===== src/rtl/vm_coin_feeder_if.sv =====
// Coin interface bundle between the customer-side feeder and the host/machine.
// The master side is the feeder itself; the slave side is the host plus vending machine.
interface vm_coin_feeder_if #(
  parameter int PRICE_W = 4
);
  logic               start;
  logic [PRICE_W-1:0] price_q;
  logic               pay_dollar;
  logic               dispense;
  logic               change;
  logic               quarter;
  logic               dollar;
  logic               busy;
  logic               done;
  logic               err;
  logic [PRICE_W-1:0] coins_sent;
  logic               change_seen;

  modport master (
    input  start, price_q, pay_dollar, dispense, change,
    output quarter, dollar, busy, done, err, coins_sent, change_seen
  );

  modport slave (
    output start, price_q, pay_dollar, dispense, change,
    input  quarter, dollar, busy, done, err, coins_sent, change_seen
  );
endinterface


===== src/rtl/vm_coin_feeder.sv =====
// Customer-side coin initiator: issues quarter or dollar pulses for a purchase,
// then waits for the machine to dispense and reports done or err.
module vm_coin_feeder #(
  parameter int PRICE_W = 4,
  parameter int GAP     = 1,
  parameter int TIMEOUT = 8
) (
  input logic               clk,
  input logic               rst,
  vm_coin_feeder_if.master  bus
);

  localparam logic [1:0] IDLE = 2'd0;
  localparam logic [1:0] SEND = 2'd1;
  localparam logic [1:0] GAPW = 2'd2;
  localparam logic [1:0] WAIT = 2'd3;

  localparam int TW = (TIMEOUT < 1) ? 1 : $clog2(TIMEOUT + 1);
  localparam int GW = (GAP < 1) ? 1 : $clog2(GAP + 1);

  logic [1:0]         state;
  logic               mode_dollar;
  logic [PRICE_W-1:0] price;
  logic [PRICE_W-1:0] coins;
  logic [TW-1:0]      timer;
  logic [GW-1:0]      gapcnt;
  logic               done_r;
  logic               err_r;
  logic               change_r;
  logic               last_coin;

  // A dollar purchase is always a single pulse; a quarter purchase ends on the price-th coin.
  assign last_coin = mode_dollar || (PRICE_W'(coins + 1'b1) == price);

  always_ff @(posedge clk) begin
    if (rst) begin
      state       <= IDLE;
      mode_dollar <= 1'b0;
      price       <= '0;
      coins       <= '0;
      timer       <= '0;
      gapcnt      <= '0;
      done_r      <= 1'b0;
      err_r       <= 1'b0;
      change_r    <= 1'b0;
    end else begin
      done_r <= 1'b0;
      err_r  <= 1'b0;
      if (state != IDLE && bus.change) begin
        change_r <= 1'b1;
      end
      case (state)
        IDLE: begin
          if (bus.start) begin
            if (bus.price_q == '0) begin
              err_r <= 1'b1;
            end else begin
              price       <= bus.price_q;
              mode_dollar <= bus.pay_dollar && (32'(bus.price_q) <= 32'd4);
              coins       <= '0;
              change_r    <= 1'b0;
              state       <= SEND;
            end
          end
        end
        SEND: begin
          coins <= coins + 1'b1;
          if (bus.dispense) begin
            done_r <= 1'b1;
            state  <= IDLE;
          end else if (last_coin) begin
            timer <= '0;
            state <= WAIT;
          end else if (GAP == 0) begin
            state <= SEND;
          end else begin
            gapcnt <= '0;
            state  <= GAPW;
          end
        end
        GAPW: begin
          if (bus.dispense) begin
            done_r <= 1'b1;
            state  <= IDLE;
          end else if (gapcnt == GW'(GAP - 1)) begin
            state <= SEND;
          end else begin
            gapcnt <= gapcnt + 1'b1;
          end
        end
        WAIT: begin
          // Dispense on the final timeout cycle still counts as success.
          if (bus.dispense) begin
            done_r <= 1'b1;
            state  <= IDLE;
          end else if (timer == TW'(TIMEOUT - 1)) begin
            err_r <= 1'b1;
            state <= IDLE;
          end else begin
            timer <= timer + 1'b1;
          end
        end
        default: state <= IDLE;
      endcase
    end
  end

  assign bus.quarter     = (state == SEND) && !mode_dollar;
  assign bus.dollar      = (state == SEND) && mode_dollar;
  assign bus.busy        = (state != IDLE);
  assign bus.done        = done_r;
  assign bus.err         = err_r;
  assign bus.coins_sent  = coins;
  assign bus.change_seen = change_r;

endmodule


===== src/flat_wrapper.sv =====
// flat-port wrapper written by rule: the top's interface ports become plain ports
module vm_coin_feeder_flat 
#(
  parameter int PRICE_W = 4,
  parameter int GAP     = 1,
  parameter int TIMEOUT = 8
)
  (clk, rst, bus_start, bus_price_q, bus_pay_dollar, bus_dispense, bus_change, bus_quarter, bus_dollar, bus_busy, bus_done, bus_err, bus_coins_sent, bus_change_seen);
  vm_coin_feeder_if #(.PRICE_W(PRICE_W)) bus_i ();
  input logic clk;
  input logic rst;
  input wire logic [$bits(bus_i.start)-1:0] bus_start;
  input wire logic [$bits(bus_i.price_q)-1:0] bus_price_q;
  input wire logic [$bits(bus_i.pay_dollar)-1:0] bus_pay_dollar;
  input wire logic [$bits(bus_i.dispense)-1:0] bus_dispense;
  input wire logic [$bits(bus_i.change)-1:0] bus_change;
  output wire logic [$bits(bus_i.quarter)-1:0] bus_quarter;
  output wire logic [$bits(bus_i.dollar)-1:0] bus_dollar;
  output wire logic [$bits(bus_i.busy)-1:0] bus_busy;
  output wire logic [$bits(bus_i.done)-1:0] bus_done;
  output wire logic [$bits(bus_i.err)-1:0] bus_err;
  output wire logic [$bits(bus_i.coins_sent)-1:0] bus_coins_sent;
  output wire logic [$bits(bus_i.change_seen)-1:0] bus_change_seen;
  assign bus_i.start = bus_start;
  assign bus_i.price_q = bus_price_q;
  assign bus_i.pay_dollar = bus_pay_dollar;
  assign bus_i.dispense = bus_dispense;
  assign bus_i.change = bus_change;
  assign bus_quarter = bus_i.quarter;
  assign bus_dollar = bus_i.dollar;
  assign bus_busy = bus_i.busy;
  assign bus_done = bus_i.done;
  assign bus_err = bus_i.err;
  assign bus_coins_sent = bus_i.coins_sent;
  assign bus_change_seen = bus_i.change_seen;
  vm_coin_feeder #(.PRICE_W(PRICE_W), .GAP(GAP), .TIMEOUT(TIMEOUT)) u_core (.clk(clk), .rst(rst), .bus(bus_i));
endmodule

===== config.mk =====
export PLATFORM = sky130hd
export DESIGN_NAME = vm_coin_feeder_flat
export DESIGN_NICKNAME = d
export VERILOG_FILES = /design/src/rtl/vm_coin_feeder_if.sv /design/src/rtl/vm_coin_feeder.sv /design/src/flat_wrapper.sv
export SDC_FILE = /design/constraint.sdc
export NUM_CORES = 1
export LEC_CHECK = 0
export ABC_CLOCK_PERIOD_IN_PS = 3800
export BUFFER_PORTS_ARGS = -buffer_cell sky130_fd_sc_hd__clkbuf_2
export CORE_MARGIN = 1.5
export CORE_UTILIZATION = 55
export CTS_CLUSTER_DIAMETER = 150
export DETAILED_ROUTE_END_ITERATION = 8
export PLACE_DENSITY = 0.89
export SKIP_LAST_GASP = 1
export SYNTH_ARGS = -nofsm -noshare
export SYNTH_HDL_FRONTEND = slang
export SYNTH_SLANG_ARGS = --single-unit

===== constraint.sdc =====
create_clock -name clk -period 3.8 [get_ports clk]
set_input_delay 0.57 -clock clk [delete_from_list [all_inputs] [get_ports clk]]
set_output_delay 0.57 -clock clk [all_outputs]
set_load 0.005 [all_outputs]

==> flow_metrics.py, run 1 <==
metrics = {
    "cells_and_area": {
        "stdcell_area_mm2": 0.001146,
        "nets": 153,
        "layout-drive-gt1-share_pct": 19.26,
        "antenna_cells": 0,
        "nFillCells": 147,
        "multi_input_area_um2": 625.6,
        "final-seq-area_um2": 360.3,
        "area_delta_synth_final_pct": 13.23,
    },
    "sta": {
        "fin_ws_ns": 1.710,
        "fmax_mhz": 478.6,
        "rsz0062_at_grt": "false",
        "min_period_ns": 2.090,
        "slew_headroom_pct": 58.67,
        "fin_skew_ns": 0.001005,
        "holdWs_ns": 0.4819,
        "hold_violations": 0,
        "timing.final.crit_share_pct": 54.99,
        "setup_violations": 0,
        "slew_viol_final": 0,
        "worst_pin_slew_ns": 0.6135,
        "fin_tns_setup_ns": 0,
    },
    "drt": {
        "route.detailed.drc": 0,
        "drt-wirelength-per-cell_um": 13.15,
        "first_pass_iters": 4,
        "vias": 932,
        "postRouteAntennaNets": 0,
        "viasPerCell": 5.825,
        "drtIter0Drc": 11,
        "totalWireLength_um": 2104,
    },
    "synthesis": {
        "ys_types": 35,
        "synth_fp_nets": 133,
        "synth_area_mm2": 0.001012,
        "synth-seq-area-share_pct": 35.60,
        "synth.area.mux_share_pct": 0,
        "synthXorXnorAreaFrac_pct": 5.192,
        "synth_top_family_by_area": "simple AND/OR/NAND/NOR gates",
        "synth_area_per_cell_um2": 8.651,
        "synth_fa_ha_area_share_pct": 7.417,
        "synth_compound_area_share_pct": 23.86,
        "yosys.area_share.simple_pct": 25.34,
        "syn_inst": 117,
        "yosysWarningCount": 0,
        "ys_ff_latch": 18,
    },
    "grt": {
        "met3_usage_pct": 3.571,
        "grt_pass1_wl_um": 3339,
        "use_met1_pct": 26.46,
        "antenna_found_initial": 0,
        "gr-usage-all-layers_pct": 22.37,
        "grt_pass1_vias": 809,
        "overflow": 0,
        "use_met2_pct": 37.78,
        "top_usage_layer": "met2",
        "grt_start_max_net_pins": 21,
    },
    "place": {
        "place_hpwl_um": 1616,
        "gp_congestion": 0.8067,
        "dpl_cell_area_mm2": 0.001124,
        "pre_cts_ws_ns": 1.752,
        "io_buffers": 19,
    },
    "floorplan": {
        "io_pins": 20,
        "start_util_pct": 58.62,
        "die_w_um": 45.90,
        "coreArea_mm2": 0.001727,
        "row_count": 15,
        "dieArea_mm2": 0.002107,
        "die_height_um": 45.90,
    },
    "run": {
        "cap_viol_max_count": 0,
    },
    "power_and_ir_drop": {
        "finalPower_mw": 0.3909,
        "power_density_mw_per_mm2": 341.1,
        "leakagePower_nw": 0.4781,
        "ir_drop_v": 0.0002851,
    },
    "hold_path": {
        "hp-class": "reg2reg",
    },
    "worst_setup_path": {
        "critPathMaxStageDelay_ns": 0.37,
        "crit_fanout": 12,
        "crit_chain": "inv_1, ha_1, nor2b_1, clkbuf_2",
        "cpMaxStageDelayCell": "ha_1",
        "critPathRequiredTime_ns": 3.23,
        "arrival_ns": 1.52,
        "criticalPathCategory": "reg2out",
        "endpoint_kind": "output port",
        "startpoint_type": "register",
    },
    "outcome": {
        "status": "finished clean",
    },
    "clock_tree": {
        "cts_tree": "built",
        "cts_buffers": 3,
        "htree_levels": 1,
        "ctsHoldBuffers": 0,
        "clock_latency_ns": 0.29,
        "clock_sinks": 18,
        "clock_path_buffers": 2,
        "post_cts_buffers": 0,
        "post_cts_resize_count": 0,
        "clk_pin_slew_ns": 0.09,
        "root_buffer": "clkbuf_4",
    },
}
-- Yosys cell counts --
master | n | area share (%)
a21o_1 | 1 | 0.74
a41o_2 | 1 | 1.1
a21oi_1 | 12 | 5.9
a211oi_2 | 1 | 1.2
nand3b_1 | 1 | 0.74
clkbuf_1 | 3 | 1.1
a211oi_1 | 1 | 0.74
nand3_1 | 4 | 2.0
nor2b_1 | 5 | 3.1
nor2_1 | 6 | 2.2
or4_1 | 1 | 0.74
o21ai_1 | 1 | 0.49
nor3b_1 | 3 | 2.2
xnor2_1 | 4 | 3.5
and3b_1 | 1 | 0.87
o21bai_1 | 2 | 1.5
nand4b_1 | 3 | 2.6
nor3_1 | 4 | 2.0
a32oi_1 | 4 | 3.5
dfxtp_1 | 18 | 36
xor2_1 | 2 | 1.7
inv_1 | 3 | 1.1
buf_1 | 1 | 0.37
nand2_1 | 12 | 4.4
o21ai_0 | 5 | 2.5
o41ai_4 | 1 | 2.7
a32o_1 | 1 | 0.99
a22o_1 | 1 | 0.87
ha_1 | 6 | 7.4
o22a_1 | 1 | 0.87
nand2b_1 | 3 | 1.9
nor4_1 | 1 | 0.62
and2_1 | 2 | 1.2
and2_2 | 1 | 0.74
o31ai_1 | 1 | 0.74
-- layout make-up --
type	count	area share [%]
clock buffers	3	1.965
flip-flops and latches	18	31.44
multi-input cells	92	54.59
inverters	3	0.9825
repair buffers	19	8.297
well taps	25	2.729
-- state kept, by name (all words and copies together) (netlist names) --
register / flops
u_core.bus.done: 1
u_core.bus.coins_sent: 4
u_core.state: 2
u_core.price: 4
u_core.mode_dollar: 1
u_core.timer: 4
u_core.bus.err: 1
u_core.bus.change_seen: 1
-- final timing paths --
path | startpoint | endpoint | cells past startpoint | slack, ns
max reg2reg | u_core.state[1] | u_core.timer[0] | 6 | 1.75
min | u_core.price[0] | u_core.price[0] | 2 | 0.48
min reg2reg | u_core.price[0] | u_core.price[0] | 2 | 0.48
max | u_core.state[1] | bus_quarter | 4 | 1.71
-- logic make-up after synthesis --
family / Yosys count
buffers and inverters: 7
DFF: 18
and+or+nand+nor: 47
AOI/OAI and AO/OA: 33
adders and majority gates: 6
xor gates and xnor gates: 6
-- through the flow --
stage | instances | util [%]
floorplan | 117 | -
detailed placement | 157 | 65.07
CTS | 160 | 66.38
global placement | 157 | 65.07
global route | 160 | 66.38
finish | 160 | 66.38
-- power by group --
group	total [mW]	internal [mW]	leakage, nW	switching (mW)
Combinational	0.0933	0.0367	0.318	0.0567
Sequential	0.207	0.198	0.146	0.00846
Clock	0.0908	0.0370	0.0138	0.0538
Total	0.391	0.272	0.478	0.119
-- placed cells by master (no fill, tap or decap), types with 2 or more instances in the layout --
| cell type | count |
|---|---|
| ha_1 | 6 |
| a21oi_1 | 12 |
| nor2b_1 | 5 |
| o21bai_1 | 2 |
| nand4b_1 | 3 |
| xnor2_1 | 4 |
| xor2_1 | 2 |
| nor3_1 | 4 |
| nand3_1 | 4 |
| clkbuf_2 | 19 |
| inv_1 | 3 |
| clkbuf_4 | 3 |
| nand2b_1 | 3 |
| dfxtp_1 | 18 |
| a32oi_1 | 4 |
| and2_1 | 2 |
| o21ai_0 | 5 |
| nand2_1 | 12 |
| nor2_1 | 6 |
| nor3b_1 | 3 |
-- critical path, delay by kind of cell (launching register included) --
kind,cells,cell delay (ns)
buffers and inverters,2,0.25
flip-flops,1,0.36
adder cells (fa/ha/maj),1,0.37
AND/OR/NAND/NOR,1,0.25
-- metal layers --
metal / part of all wire, % / up-vias
met5: 0 / -
met4: 2.0 / 0
met3: 3.3 / 5
met2: 49 / 21
met1: 46 / 445
li1: - / 461
No activity file was read; power rests on OpenSTA's default activity.
==> run 2: changes to the inputs <==
ABC_CLOCK_PERIOD_IN_PS = 2100   (was 3800)
CORE_ASPECT_RATIO = 0.7   (was unset)
CORE_UTILIZATION = 53   (was 55)
PLACE_DENSITY = 0.86   (was 0.89)
clock period = 2.1 ns   (was 3.8 ns; I/O delays follow)
==> run 2 against run 1 <==
Non-clock buffer count up 2. Clock power up 140%. Clock-buffer cell count up 1. Combinational power up 94%. Sequential power up 81%. Critical path depth up 2. Core utilization up 3.2 points. Final cell count down 0.63%. Via count up 0.97%. Critical path type is now reg2reg. Largest cell class unchanged. Highest routed layer is now met3.
==> flow_metrics.py, run 2 (synthesis gave the netlist of run 1 again) <==
metrics = {
    "cells_and_area": {
        "antenna_cells": 0,
        "layout-drive-gt1-share_pct": 21.01,
        "multi_input_area_um2": 625.6,
        "layout_commonest_cell": "clkbuf_2",
        "area_delta_synth_final_pct": 15.57,
        "nFillCells": 161,
        "nets": 155,
        "fin_cells": 159,
        "most-common-layout-cells": "clkbuf_2 (19), dfxtp_1 (18), nand2_1 (12), a21oi_1 (12)",
        "final-seq-area_um2": 360.3,
    },
    "worst_setup_path": {
        "crit_fanout": 7,
        "criticalPathCategory": "reg2reg",
        "cpMaxStageDelayCell": "o41ai_4",
        "startpoint": "u_core.bus.coins_sent[0]",
        "cp-endpoint": "u_core.timer[0]",
        "r2r-start": "u_core.bus.coins_sent[0]",
        "crit_chain": "ha_1, xnor2_1, nand2_1, o41ai_4, a21oi_1, a22o_1",
        "r2r-end": "u_core.timer[0]",
        "r2r_slack_ns": 0.17,
        "critPathRequiredTime_ns": 2.31,
        "reg2reg_depth": 6,
        "critPathMaxStageDelay_ns": 0.48,
        "endpoint_kind": "register",
        "arrival_ns": 2.14,
        "startpoint_type": "register",
    },
    "grt": {
        "gr-usage-all-layers_pct": 21.93,
        "overflow": 0,
        "grt_pass1_wl_um": 3581,
        "grt_start_max_net_pins": 21,
        "grt_pass1_vias": 787,
        "antenna_found_initial": 0,
    },
    "sta": {
        "slew_viol_final": 0,
        "rsz0062_at_grt": "false",
        "fin_skew_ns": 0.006450,
        "fmax_mhz": 517.2,
        "hold_violations": 0,
        "slew_headroom_pct": 58.17,
        "min_period_ns": 1.934,
        "setup_violations": 0,
        "worst_pin_slew_ns": 0.6209,
        "fin_tns_setup_ns": 0,
        "timing.final.crit_share_pct": 92.08,
    },
    "clock_tree": {
        "clock_latency_ns": 0.30,
        "clock_sinks": 18,
        "cts_buffers": 3,
        "clk_pin_slew_ns": 0.11,
        "ctsHoldBuffers": 0,
        "cts_tree": "built",
        "root_buffer": "clkbuf_4",
        "clock_path_buffers": 2,
        "htree_levels": 1,
        "post_cts_resize_count": 0,
        "post_cts_buffers": 0,
    },
    "drt": {
        "postRouteAntennaNets": 0,
        "drt-wirelength-per-cell_um": 14.16,
        "first_pass_iters": 4,
        "totalWireLength_um": 2252,
        "vias": 941,
        "route.detailed.drc": 0,
        "drtIter0Drc": 34,
        "viasPerCell": 5.918,
    },
    "floorplan": {
        "die_height_um": 39.57,
        "dieArea_mm2": 0.002185,
        "coreArea_mm2": 0.001682,
        "row_count": 12,
        "die_w_um": 55.24,
        "io_pins": 20,
        "start_util_pct": 60.19,
    },
    "place": {
        "place_hpwl_um": 1713,
        "gp_congestion": 0.7938,
        "placedCellCount": 155,
        "io_buffers": 19,
    },
    "outcome": {
        "status": "finished clean",
    },
    "power_and_ir_drop": {
        "leakagePower_nw": 0.4956,
        "power_density_mw_per_mm2": 664.2,
        "ir_drop_v": 0.0004754,
    },
    "run": {
        "cap_viol_max_count": 0,
    },
    "hold_path": {
        "hp-class": "in2reg",
    },
}
-- run 2: changes by cell type in the layout (fill, tap and decap cells not counted) --
cell,delta
buf_4,+2
clkbuf_8,+1
-- run 2: worst min-delay path by stage --
stage / startpoint / to / slack [ns] / cells past startpoint
global placement: u_core.mode_dollar / u_core.mode_dollar / 0.45 / 2
global route: bus_price_q[0] / u_core.price[0] / 0.26 / 3
CTS: bus_price_q[0] / u_core.price[0] / 0.25 / 3
finish: bus_price_q[0] / u_core.price[0] / 0.27 / 3
floorplan: u_core.mode_dollar / u_core.mode_dollar / 0.44 / 2
detailed placement: u_core.mode_dollar / u_core.mode_dollar / 0.47 / 2
-- run 2: critical path, delay by kind of cell, from the launching register on --
| kind | cells | cell delay (ns) |
|---|---|---|
| XOR/XNOR | 1 | 0.15 |
| AND/OR/NAND/NOR | 1 | 0.13 |
| adder cells (fa/ha/maj) | 1 | 0.28 |
| flip-flops | 1 | 0.43 |
| AO/OA/AOI/OAI | 3 | 0.84 |
-- run 2: where the power goes --
group | internal, mW | switching [mW]
Sequential | 0.359 | 0.0160
Clock | 0.106 | 0.115
Combinational | 0.0741 | 0.107
-- run 2: stage by stage --
step	total power [mW]	hold WS [ns]	setup slack [ns]	area, um^2	util, %
after global placement	0.5558	0.4531	0.2331	1134	67.41
final	0.7770	0.2688	0.1664	1170	69.57
after floorplan	0.4990	0.4407	0.3020	1012	-
after detailed placement	0.5617	0.4685	0.1790	1134	67.41
after CTS	0.7777	0.2531	0.1593	1170	69.57
after global routing	0.8172	0.2644	0.03798	1170	69.57
-- run 2: per-layer routing --
metal / track usage [%] / routed length (um) / vias up
met3: 5.941 / 183 / 0
li1: - / - / 468
met5: 0 / 0 / -
met4: 0 / 0 / 0
met1: 29.59 / 999 / 438
met2: 37.80 / 1068 / 35
-- run 2: cell type report --
cell class | count | share of cell area (%)
well taps | 21 | 2.246
multi-input cells | 92 | 53.48
clock buffers | 4 | 3.102
repair buffers | 21 | 9.412
inverters | 3 | 0.9626
flip-flops and latches | 18 | 30.80
==> run 3: changes to the inputs <==
CTS_BUF_LIST = sky130_fd_sc_hd__clkbuf_16   (was unset)
==> run 3 against run 2 <==
Critical path depth unchanged. Non-clock buffer count unchanged. Sequential power about the same. Maximum frequency down 0.14%. Core utilization up 2.5 points. First-iteration DRC count down 15%. Final area up 3.6%. Clock skew down 0.0050 ns. Clock-buffer cell count down 1. Flip-flop and latch count unchanged. Routed wire length up 6.8%. Global-route usage up 2.4 points.
==> flow_metrics.py, run 3 (synthesis gave the netlist of run 1 again) <==
metrics = {
    "clock_tree": {
        "clock_sinks": 18,
        "clk_pin_slew_ns": 0.05,
        "post_cts_buffers": 0,
        "root_buffer": "clkbuf_16",
        "htree_levels": 1,
        "cts_tree": "built",
        "clock_path_buffers": 2,
        "ctsHoldBuffers": 0,
        "clock_latency_ns": 0.25,
        "post_cts_resize_count": 0,
        "cts_buffers": 3,
    },
    "grt": {
        "top_usage_layer": "met2",
        "antenna_found_initial": 0,
        "grt_pass1_vias": 834,
        "use_met1_pct": 30.57,
        "grt_pass1_wl_um": 3850,
        "gr-usage-all-layers_pct": 24.31,
        "grt_start_max_net_pins": 21,
        "use_met2_pct": 39.88,
        "met3_usage_pct": 4.950,
        "overflow": 0,
    },
    "floorplan": {
        "dieArea_mm2": 0.002185,
        "start_util_pct": 60.19,
        "io_pins": 20,
        "row_count": 12,
        "die_height_um": 39.57,
        "coreArea_mm2": 0.001682,
        "die_w_um": 55.24,
    },
    "hold_path": {
        "hp-class": "in2reg",
    },
    "sta": {
        "fin_skew_ns": 0.001490,
        "hold_violations": 0,
        "min_period_ns": 1.936,
        "fin_ws_ns": 0.1637,
        "holdWs_ns": 0.3094,
        "fmax_mhz": 516.4,
        "rsz0062_at_grt": "false",
        "slew_viol_final": 0,
        "worst_pin_slew_ns": 0.6773,
        "timing.final.crit_share_pct": 92.21,
        "slew_headroom_pct": 54.37,
        "setup_violations": 0,
        "fin_tns_setup_ns": 0,
    },
    "worst_setup_path": {
        "crit_chain": "ha_1, xnor2_1, nand2_1, o41ai_4, a21oi_1, a22o_1",
        "critPathMaxStageDelay_ns": 0.50,
        "endpoint_kind": "register",
        "arrival_ns": 2.08,
        "cpMaxStageDelayCell": "o41ai_4",
        "critPathTopFamily": "compound AO/OA/AOI/OAI gates",
        "crit_fanout": 7,
        "critPathRequiredTime_ns": 2.25,
        "startpoint_type": "register",
        "crit_buf_inv": 0,
        "criticalPathCategory": "reg2reg",
    },
    "power_and_ir_drop": {
        "power_density_mw_per_mm2": 784.6,
        "swShare_pct": 27.73,
        "leakagePower_nw": 0.5131,
        "p_int_mw": 0.6875,
        "finalPower_mw": 0.9513,
        "clkPwrFrac_pct": 41.2,
        "pwr-share-comb_pct": 19.3,
        "switchingPower_mw": 0.2638,
        "p_seq_share_pct": 39.6,
        "ir_drop_v": 0.0006926,
    },
    "place": {
        "place_hpwl_um": 1713,
        "dpl_cell_area_mm2": 0.001134,
        "gp_congestion": 0.7938,
        "pre_cts_ws_ns": 0.1790,
        "io_buffers": 19,
    },
    "run": {
        "cap_viol_max_count": 0,
    },
    "cells_and_area": {
        "nFillCells": 146,
        "layout-drive-gt1-share_pct": 20.29,
        "final-seq-area_um2": 360.3,
        "nets": 155,
        "area_delta_synth_final_pct": 19.78,
        "layout_commonest_cell": "clkbuf_2",
        "most-common-layout-cells": "clkbuf_2 (19), dfxtp_1 (18), nand2_1 (12), a21oi_1 (12)",
        "multi_input_area_um2": 625.6,
        "antenna_cells": 0,
        "stdcell_area_mm2": 0.001212,
    },
    "drt": {
        "vias": 948,
        "totalWireLength_um": 2406,
        "viasPerCell": 5.962,
        "first_pass_iters": 4,
        "drtIter0Drc": 29,
        "postRouteAntennaNets": 0,
        "drt-wirelength-per-cell_um": 15.13,
        "route.detailed.drc": 0,
    },
    "outcome": {
        "status": "finished clean",
    },
}
run 3: layout make-up:
cell class,count,share of cell area [%]
well taps,21,2.167
clock inverters,1,0.3096
inverters,3,0.9288
flip-flops and latches,18,29.72
repair buffers,21,9.082
clock buffers,3,6.192
multi-input cells,92,51.60
run 3: worst paths after layout:
kind                             from               to  slack (ns)  cells past startpoint
max          u_core.bus.coins_sent[0]  u_core.timer[0]        0.16                      6
min                    bus_price_q[0]  u_core.price[0]        0.31                      3
max reg2reg  u_core.bus.coins_sent[0]  u_core.timer[0]        0.16                      6
min reg2reg           u_core.price[0]  u_core.price[0]        0.49                      2
run 3: worst register-to-register path, cell delays in order (launching register included):
cell and delay, ns:
dfxtp_1 0.41, ha_1 0.28, xnor2_1 0.14, nand2_1 0.14
o41ai_4 0.50, a21oi_1 0.12, a22o_1 0.24
run 3: per-stage QoR:
step | util, % | cells
after detailed placement | 67.41 | 155
after floorplan | - | 117
after global routing | 72.10 | 159
final | 72.10 | 159
after CTS | 72.10 | 159
after global placement | 67.41 | 155
run 3: layer usage:
layer | vias to the layer above | share of wire [%]
met2 | 42 | 46
met1 | 427 | 45
met3 | 10 | 6.7
li1 | 469 | -
met4 | 0 | 2.6
met5 | - | 0
run 3: power by group through the flow:
| stage | combinational (mW) | clock [mW] | sequential [mW] |
|---|---|---|---|
| floorplan | 0.120 | 0 | 0.379 |
| global placement | 0.175 | 0 | 0.381 |
| detailed placement | 0.179 | 0 | 0.383 |
| CTS | 0.182 | 0.394 | 0.376 |
| global route | 0.204 | 0.412 | 0.378 |
| finish | 0.183 | 0.392 | 0.376 |
